## config.mk

```make
export PLATFORM = sky130hd
export DESIGN_NAME = hold_detect_mc_flat
export DESIGN_NICKNAME = d
export VERILOG_FILES = /design/src/rtl/hold_detect_mc_if.sv /design/src/rtl/hold_detect_mc.sv /design/src/flat_wrapper.sv
export SDC_FILE = /design/constraint.sdc
export NUM_CORES = 1
export LEC_CHECK = 0
export CORE_UTILIZATION = 32
export CTS_BUF_LIST = sky130_fd_sc_hd__clkbuf_4 sky130_fd_sc_hd__clkbuf_8
export DETAILED_ROUTE_END_ITERATION = 12
export GPL_TIMING_DRIVEN = 0
export SLEW_MARGIN = 40
export SYNTH_ARGS = -nofsm -noshare
export SYNTH_HDL_FRONTEND = slang
export SYNTH_SLANG_ARGS = --single-unit
export TNS_END_PERCENT = 1
```

## constraint.sdc

```tcl
create_clock -name clk -period 4.35 [get_ports clk]
set_input_delay 1.305 -clock clk [delete_from_list [all_inputs] [get_ports clk]]
set_output_delay 1.305 -clock clk [all_outputs]
set_load 0.05 [all_outputs]
```

## src/rtl/hold_detect_mc_if.sv

```systemverilog
// Channel bundle for hold_detect_mc: raw inputs, shared timing controls and pulse/held outputs.
// Abort-count signals exist only when HOLD_DETECT_ABORT_CNT_EN is defined.
interface hold_detect_mc_if #(
  parameter int CH    = 4,
  parameter int CNT_W = 16
);
  logic [CH-1:0]    in;
  logic [CNT_W-1:0] delay;
  logic [CNT_W-1:0] repeat_period;
  logic [CH-1:0]    pulse;
  logic [CH-1:0]    held;
`ifdef HOLD_DETECT_ABORT_CNT_EN
  logic             abort_clr;
  logic [8*CH-1:0]  abort_cnt;

  modport master (
    output in, delay, repeat_period, abort_clr,
    input  pulse, held, abort_cnt
  );
  modport slave (
    input  in, delay, repeat_period, abort_clr,
    output pulse, held, abort_cnt
  );
`else
  modport master (
    output in, delay, repeat_period,
    input  pulse, held
  );
  modport slave (
    input  in, delay, repeat_period,
    output pulse, held
  );
`endif
endinterface

```

## src/rtl/hold_detect_mc.sv

```systemverilog
// Multi-channel hold detector: pulses once a synchronised input has been held active for delay clocks,
// then optionally every repeat_period clocks. HOLD_DETECT_ABORT_CNT_EN adds per-channel abort counters.
module hold_detect_mc #(
  parameter int            CH           = 4,
  parameter int            CNT_W        = 16,
  parameter logic [CH-1:0] ACTIVE_LEVEL = {CH{1'b1}}
) (
  input logic             clk,
  input logic             rstn,
  hold_detect_mc_if.slave bus
);
  typedef enum logic [1:0] {IDLE, COUNT, HELD} state_t;

  localparam logic [CNT_W-1:0] ONE = CNT_W'(1);

  logic [CH-1:0] s1;
  logic [CH-1:0] s2;

  // Resetting to the active level means a line already active at reset release is not an edge.
  always_ff @(posedge clk or negedge rstn) begin
    if (!rstn) begin
      s1 <= ACTIVE_LEVEL;
      s2 <= ACTIVE_LEVEL;
    end else begin
      s1 <= bus.in;
      s2 <= s1;
    end
  end

  for (genvar i = 0; i < CH; i++) begin : g_ch
    state_t           state;
    state_t           state_d;
    logic [CNT_W-1:0] cnt;
    logic [CNT_W-1:0] cnt_d;
    logic             a;
    logic             a2;
    logic             pulse_r;
    logic             held_r;
    logic             pulse_d;
    logic             held_d;
    logic             abort_d;

    assign a  = (s1[i] == ACTIVE_LEVEL[i]);
    assign a2 = (s2[i] == ACTIVE_LEVEL[i]);

    always_ff @(posedge clk or negedge rstn) begin
      if (!rstn) begin
        state   <= IDLE;
        cnt     <= '0;
        pulse_r <= 1'b0;
        held_r  <= 1'b0;
      end else begin
        state   <= state_d;
        cnt     <= cnt_d;
        pulse_r <= pulse_d;
        held_r  <= held_d;
      end
    end

    // In HELD a non-zero count only exists if the period was non-zero at load, so reaching 1
    // always fires; reloading with a period that has since dropped to 0 ends the repeats.
    always_comb begin
      state_d = state;
      cnt_d   = cnt;
      unique case (state)
        IDLE: begin
          if (a && !a2 && (bus.delay != '0)) begin
            state_d = COUNT;
            cnt_d   = bus.delay;
          end
        end
        COUNT: begin
          if (!a) begin
            state_d = IDLE;
            cnt_d   = '0;
          end else if (cnt == ONE) begin
            state_d = HELD;
            cnt_d   = bus.repeat_period;
          end else begin
            cnt_d = cnt - ONE;
          end
        end
        HELD: begin
          if (!a) begin
            state_d = IDLE;
            cnt_d   = '0;
          end else if (cnt == ONE) begin
            cnt_d = bus.repeat_period;
          end else if (cnt != '0) begin
            cnt_d = cnt - ONE;
          end
        end
        default: begin
          state_d = IDLE;
          cnt_d   = '0;
        end
      endcase
    end

    always_comb begin
      pulse_d = 1'b0;
      abort_d = 1'b0;
      unique case (state)
        COUNT: begin
          if (!a) abort_d = 1'b1;
          else if (cnt == ONE) pulse_d = 1'b1;
        end
        HELD: begin
          if (a && (cnt == ONE)) pulse_d = 1'b1;
        end
        default: begin
          pulse_d = 1'b0;
        end
      endcase
      held_d = (state_d == HELD);
    end

    assign bus.pulse[i] = pulse_r;
    assign bus.held[i]  = held_r;

`ifdef HOLD_DETECT_ABORT_CNT_EN
    logic [7:0] abort_q;

    // A clear wins over an abort landing on the same edge.
    always_ff @(posedge clk or negedge rstn) begin
      if (!rstn) begin
        abort_q <= 8'd0;
      end else if (bus.abort_clr) begin
        abort_q <= 8'd0;
      end else if (abort_d && (abort_q != 8'hFF)) begin
        abort_q <= abort_q + 8'd1;
      end
    end

    assign bus.abort_cnt[8*i +: 8] = abort_q;
`else
    logic unused_abort;
    assign unused_abort = abort_d;
`endif
  end
endmodule

```

## src/flat_wrapper.sv

```systemverilog
// flat-port wrapper written by rule: the top's interface ports become plain ports
module hold_detect_mc_flat 
#(
  parameter int            CH           = 4,
  parameter int            CNT_W        = 16,
  parameter logic [CH-1:0] ACTIVE_LEVEL = {CH{1'b1}}
)
  (clk, rstn, bus_in, bus_delay, bus_repeat_period, bus_pulse, bus_held);
  hold_detect_mc_if #(.CH(CH), .CNT_W(CNT_W)) bus_i ();
  input logic clk;
  input logic rstn;
  input wire logic [$bits(bus_i.in)-1:0] bus_in;
  input wire logic [$bits(bus_i.delay)-1:0] bus_delay;
  input wire logic [$bits(bus_i.repeat_period)-1:0] bus_repeat_period;
  output wire logic [$bits(bus_i.pulse)-1:0] bus_pulse;
  output wire logic [$bits(bus_i.held)-1:0] bus_held;
  assign bus_i.in = bus_in;
  assign bus_i.delay = bus_delay;
  assign bus_i.repeat_period = bus_repeat_period;
  assign bus_pulse = bus_i.pulse;
  assign bus_held = bus_i.held;
  hold_detect_mc #(.CH(CH), .CNT_W(CNT_W), .ACTIVE_LEVEL(ACTIVE_LEVEL)) u_core (.clk(clk), .rstn(rstn), .bus(bus_i));
endmodule
```

==> results of run 1 <==
==> cells in the final DEF (no fill, tap or decap), types with 9 or more instances in the layout <==
cell type / n
clkbuf_1: 20
nand3_1: 22
clkdlybuf4s50_1: 44
clkbuf_8: 10
o21ai_1: 68
a22o_1: 13
ha_1: 25
mux2i_1: 9
nand2b_1: 9
xnor2_1: 11
nand2_1: 61
inv_1: 24
dfrtp_1: 80
nor4_1: 15
nor3_1: 28
and3_1: 16
buf_2: 12
o21ai_0: 32
a21oi_1: 47
nor2_1: 63
a32oi_1: 11
buf_4: 10
==> layer usage <==
metal	GRT usage [%]	up-vias
met5	0	-
met4	8.94	0
met3	3.25	41
met2	34.7	273
met1	31.0	3030
li1	-	2925
==> stage by stage <==
| step | area, sq um | util, % |
|---|---|---|
| finish | 7360 | 37.8 |
| global route | 7360 | 37.8 |
| CTS | 7360 | 37.8 |
| detailed placement | 7150 | 36.8 |
| global placement | 7120 | 36.6 |
| floorplan | 6330 | - |
==> worst max path at each step <==
stage / start / endpoint / slack (ns) / depth (start not counted)
floorplan: bus_delay[12] / u_core.g_ch[3].cnt[14]$_DFFE_PN0P_ / 1.45 / 7
global placement: rstn / u_core.g_ch[3].held_r$_DFF_PN0_ / -1.62 / 1
detailed placement: bus_delay[4] / u_core.g_ch[3].cnt[14]$_DFFE_PN0P_ / 0.23 / 8
CTS: bus_delay[4] / u_core.g_ch[3].cnt[14]$_DFFE_PN0P_ / 0.64 / 8
global route: bus_delay[12] / u_core.g_ch[3].cnt[14]$_DFFE_PN0P_ / 0.39 / 8
finish: bus_delay[12] / u_core.g_ch[3].cnt[14]$_DFFE_PN0P_ / 0.57 / 8
==> cells by family after synthesis <==
group	Yosys count	share of synthesized area, %
AND/OR/NAND/NOR	279	23.9
AO/OA/AOI/OAI	262	27.1
flip-flops	88	34.9
buffers and inverters	68	5.10
adder cells (fa/ha/maj)	25	4.94
XOR/XNOR	14	1.94
multiplexers	13	2.13
==> state kept, by name, summed over array words and instances (netlist names) <==
register and flops:
u_core.g_ch.state 8, u_core.g_ch.held_r 4, u_core.g_ch.pulse_r 4, u_core.g_ch.cnt 64, u_core.s1 4, u_core.s2 4
==> power groups by stage <==
stage	Combinational (W)	Clock (W)	Sequential, W
CTS	0.00220	0.000646	0.00147
floorplan	0.00164	0	0.00139
detailed placement	0.00219	0	0.00148
global route	0.00247	0.000680	0.00153
global placement	0.00217	0	0.00148
finish	0.00223	0.000629	0.00148
==> area by class of cell <==
type                    count  area (sq um)  area share (%)
clock inverters             6          67.6           0.918
diodes                      1          2.50          0.0340
repair buffers             46           483            6.56
multi-input cells         593          3800            51.7
well taps                 265           332            4.50
inverters                  24          90.1            1.22
flip-flops and latches     88          2210            30.0
plain buffers              44           233            3.16
clock buffers              10           138            1.87
==> flow_metrics.env, run 1 <==
export IMPL_ys_seq_area_share_pct=34.9
export IMPL_hold_worst_slack_ns=0.410
export IMPL_wl_met2_um=9900
export IMPL_syn_nets=812
export IMPL_drv_slew=0
export IMPL_cp_max_fo=10
export IMPL_dp_hpwl_um=15300
export IMPL_top_layer_used="met4"
export IMPL_yosysMostFrequentCell="dfrtp_1"
export IMPL_cap_violations=0
export IMPL_die_y_um=143
export IMPL_rsz0062_at_grt="false"
export IMPL_routed_wl_um=21800
export IMPL_antenna_left=0
export IMPL_skew_ns=0.0189
export IMPL_gp_congestion=0.921
export IMPL_cts_root_buf="clkbuf_8"
export IMPL_synth_main_ff_cell="dfrtp_1"
export IMPL_hp_start="u_core.s1[0]$_DFF_PN1_"
export IMPL_cp_top_family="compound AO/OA/AOI/OAI gates"
export IMPL_syn_cell_area_sq_um=6330
export IMPL_max_freq_mhz=264
export IMPL_synth_commonest_cells="80 x dfrtp_1, 68 x o21ai_1, 63 x nor2_1"
export IMPL_min_to="u_core.s2[0]$_DFF_PN1_"
export IMPL_start_kind="input pin"
export IMPL_synth_top_area_share_pct=31.6
export IMPL_wl_met1_um=9730
export IMPL_start_util_pct=32.5
export IMPL_routedWlPerCell_um=20.2
export IMPL_dp_cells=1060
export IMPL_leakage_nw=2.99
export IMPL_r2r_start="u_core.g_ch[0].cnt[0]$_DFFE_PN0P_"
export IMPL_synth_top_cell_by_area="dfrtp_1"
export IMPL_syn_to_final_growth_pct=16.2
export IMPL_synth_edf_count=0
export IMPL_combinationalPowerShare_pct=51.4
export IMPL_p_switching_w=0.00208
export IMPL_drive_gt1_share_pct=9.86
export IMPL_ctsHoldBuffers=0
export IMPL_worstMarginPinSlew_ns=0.711
export IMPL_total_power_w=0.00434
export IMPL_synth_area_top_cells="dfrtp_1 32%, o21ai_1 5.4%, ha_1 4.9%, nor2_1 3.7%, a21oi_1 3.7%"
export IMPL_clk_pin_slew_ns=0.09
export IMPL_rows=51
export IMPL_firstDrtPassIters=5
export IMPL_yosysWarnings=0
export IMPL_r2r_setup_slack_ns=1.89
export IMPL_r2r_end="u_core.g_ch[0].cnt[14]$_DFFE_PN0P_"
export IMPL_num_vias=6269
export IMPL_cp_required_ns=4.60
export IMPL_min_path_type="reg -> reg"
export IMPL_dp_slack_ns=0.226
export IMPL_clock_path_buffers=2
export IMPL_grt_pass1_wl_um=34000
export IMPL_pwr_share_seq_pct=34.1
export IMPL_core_area_sq_um=19500
export IMPL_grt_overflow_total=0
export IMPL_max_stage_delay_ns=0.65
export IMPL_post_cts_buffers=0
export IMPL_drtIter0Drc=707
export IMPL_pin_count=46
export IMPL_status="finished clean"
export IMPL_setup_tns_ns=0
export IMPL_track_usage_pct=22.3
export IMPL_swShare_pct=47.8
export IMPL_ff2ff_path_depth=8
export IMPL_cts_resized_gates=0
export IMPL_worstSetupPathType="in -> reg"
export IMPL_drc=0
export IMPL_die_w_um=143
export IMPL_syn_inst=749
export IMPL_grt_pass1_vias=5882
export IMPL_cts_buffers=9
export IMPL_grt_start_max_net_pins=48
export IMPL_wl_met3_um=1620
export IMPL_layout_cells_non_filler=1077
export IMPL_htree_levels=3
export IMPL_ys_async_sr_fraction_pct=100
export IMPL_intPower_w=0.00227
export IMPL_cts_tree="yes"
export IMPL_setup_viol=0
export IMPL_vias_per_cell=5.82
export IMPL_period_needed_ns=3.78
export IMPL_finalHoldViolCount=0
export IMPL_crit_buf_inv=2
export IMPL_cts_sinks=88
export IMPL_power_density_nw_per_um2=590
export IMPL_ys_seq_elements=88
export IMPL_final_setup_worst_slack_ns=0.566
export IMPL_slew_headroom_pct=52.3
export IMPL_num_fill_cells=1973
export IMPL_io_buffers=45
export IMPL_clockPowerShare_pct=14.5
export IMPL_finalCritPeriodShare_pct=87.0
export IMPL_fp_dieArea_sq_um=20400
export IMPL_clk_insertion_delay_late_ns=0.40
export IMPL_slowest_stage="clkdlybuf4s50_1"
export IMPL_hold_depth=0
export IMPL_worstPathCellList="clkdlybuf4s50_1 -> nor4_1 -> a41oi_1 -> o32ai_1 -> nor2_1 -> buf_2 -> a32oi_1 -> o31ai_1"
export IMPL_ir_drop_mv=0.174
export IMPL_synth_cell_types=76
export IMPL_end_kind="register"
export IMPL_final_nets=869
export IMPL_syn_area_per_cell_sq_um=8.46
export IMPL_grt_antenna_before_repair=0
export IMPL_arrival_ns=4.04
No activity file was read; power rests on OpenSTA's default activity.
==> inputs of run 2 (changes only) <==
--- a/config.mk
+++ b/config.mk
@@ -5,6 +5,7 @@
 export SDC_FILE = /design/constraint.sdc
 export NUM_CORES = 1
 export LEC_CHECK = 0
+export ABC_AREA = 0
 export CORE_UTILIZATION = 32
 export CTS_BUF_LIST = sky130_fd_sc_hd__clkbuf_4 sky130_fd_sc_hd__clkbuf_8
 export DETAILED_ROUTE_END_ITERATION = 12
==> constraint.sdc (replaced) <==
create_clock -name clk -period 4.9 [get_ports clk]
set_input_delay 1.47 -clock clk [delete_from_list [all_inputs] [get_ports clk]]
set_output_delay 1.47 -clock clk [all_outputs]
set_load 0.005 [all_outputs]
==> results of run 2 <==
Same layout as run 1 (identical final DEF). Status: finished clean.
Among the figures that moved: setup slack after placement 0.226 ns -> 0.611 ns; setup slack after layout 0.566 ns -> 0.951 ns; register-to-register setup slack 1.89 ns -> 2.44 ns; total power 0.00434 W -> 0.00385 W; worst IR drop on VDD 0.174 mV -> 0.154 mV
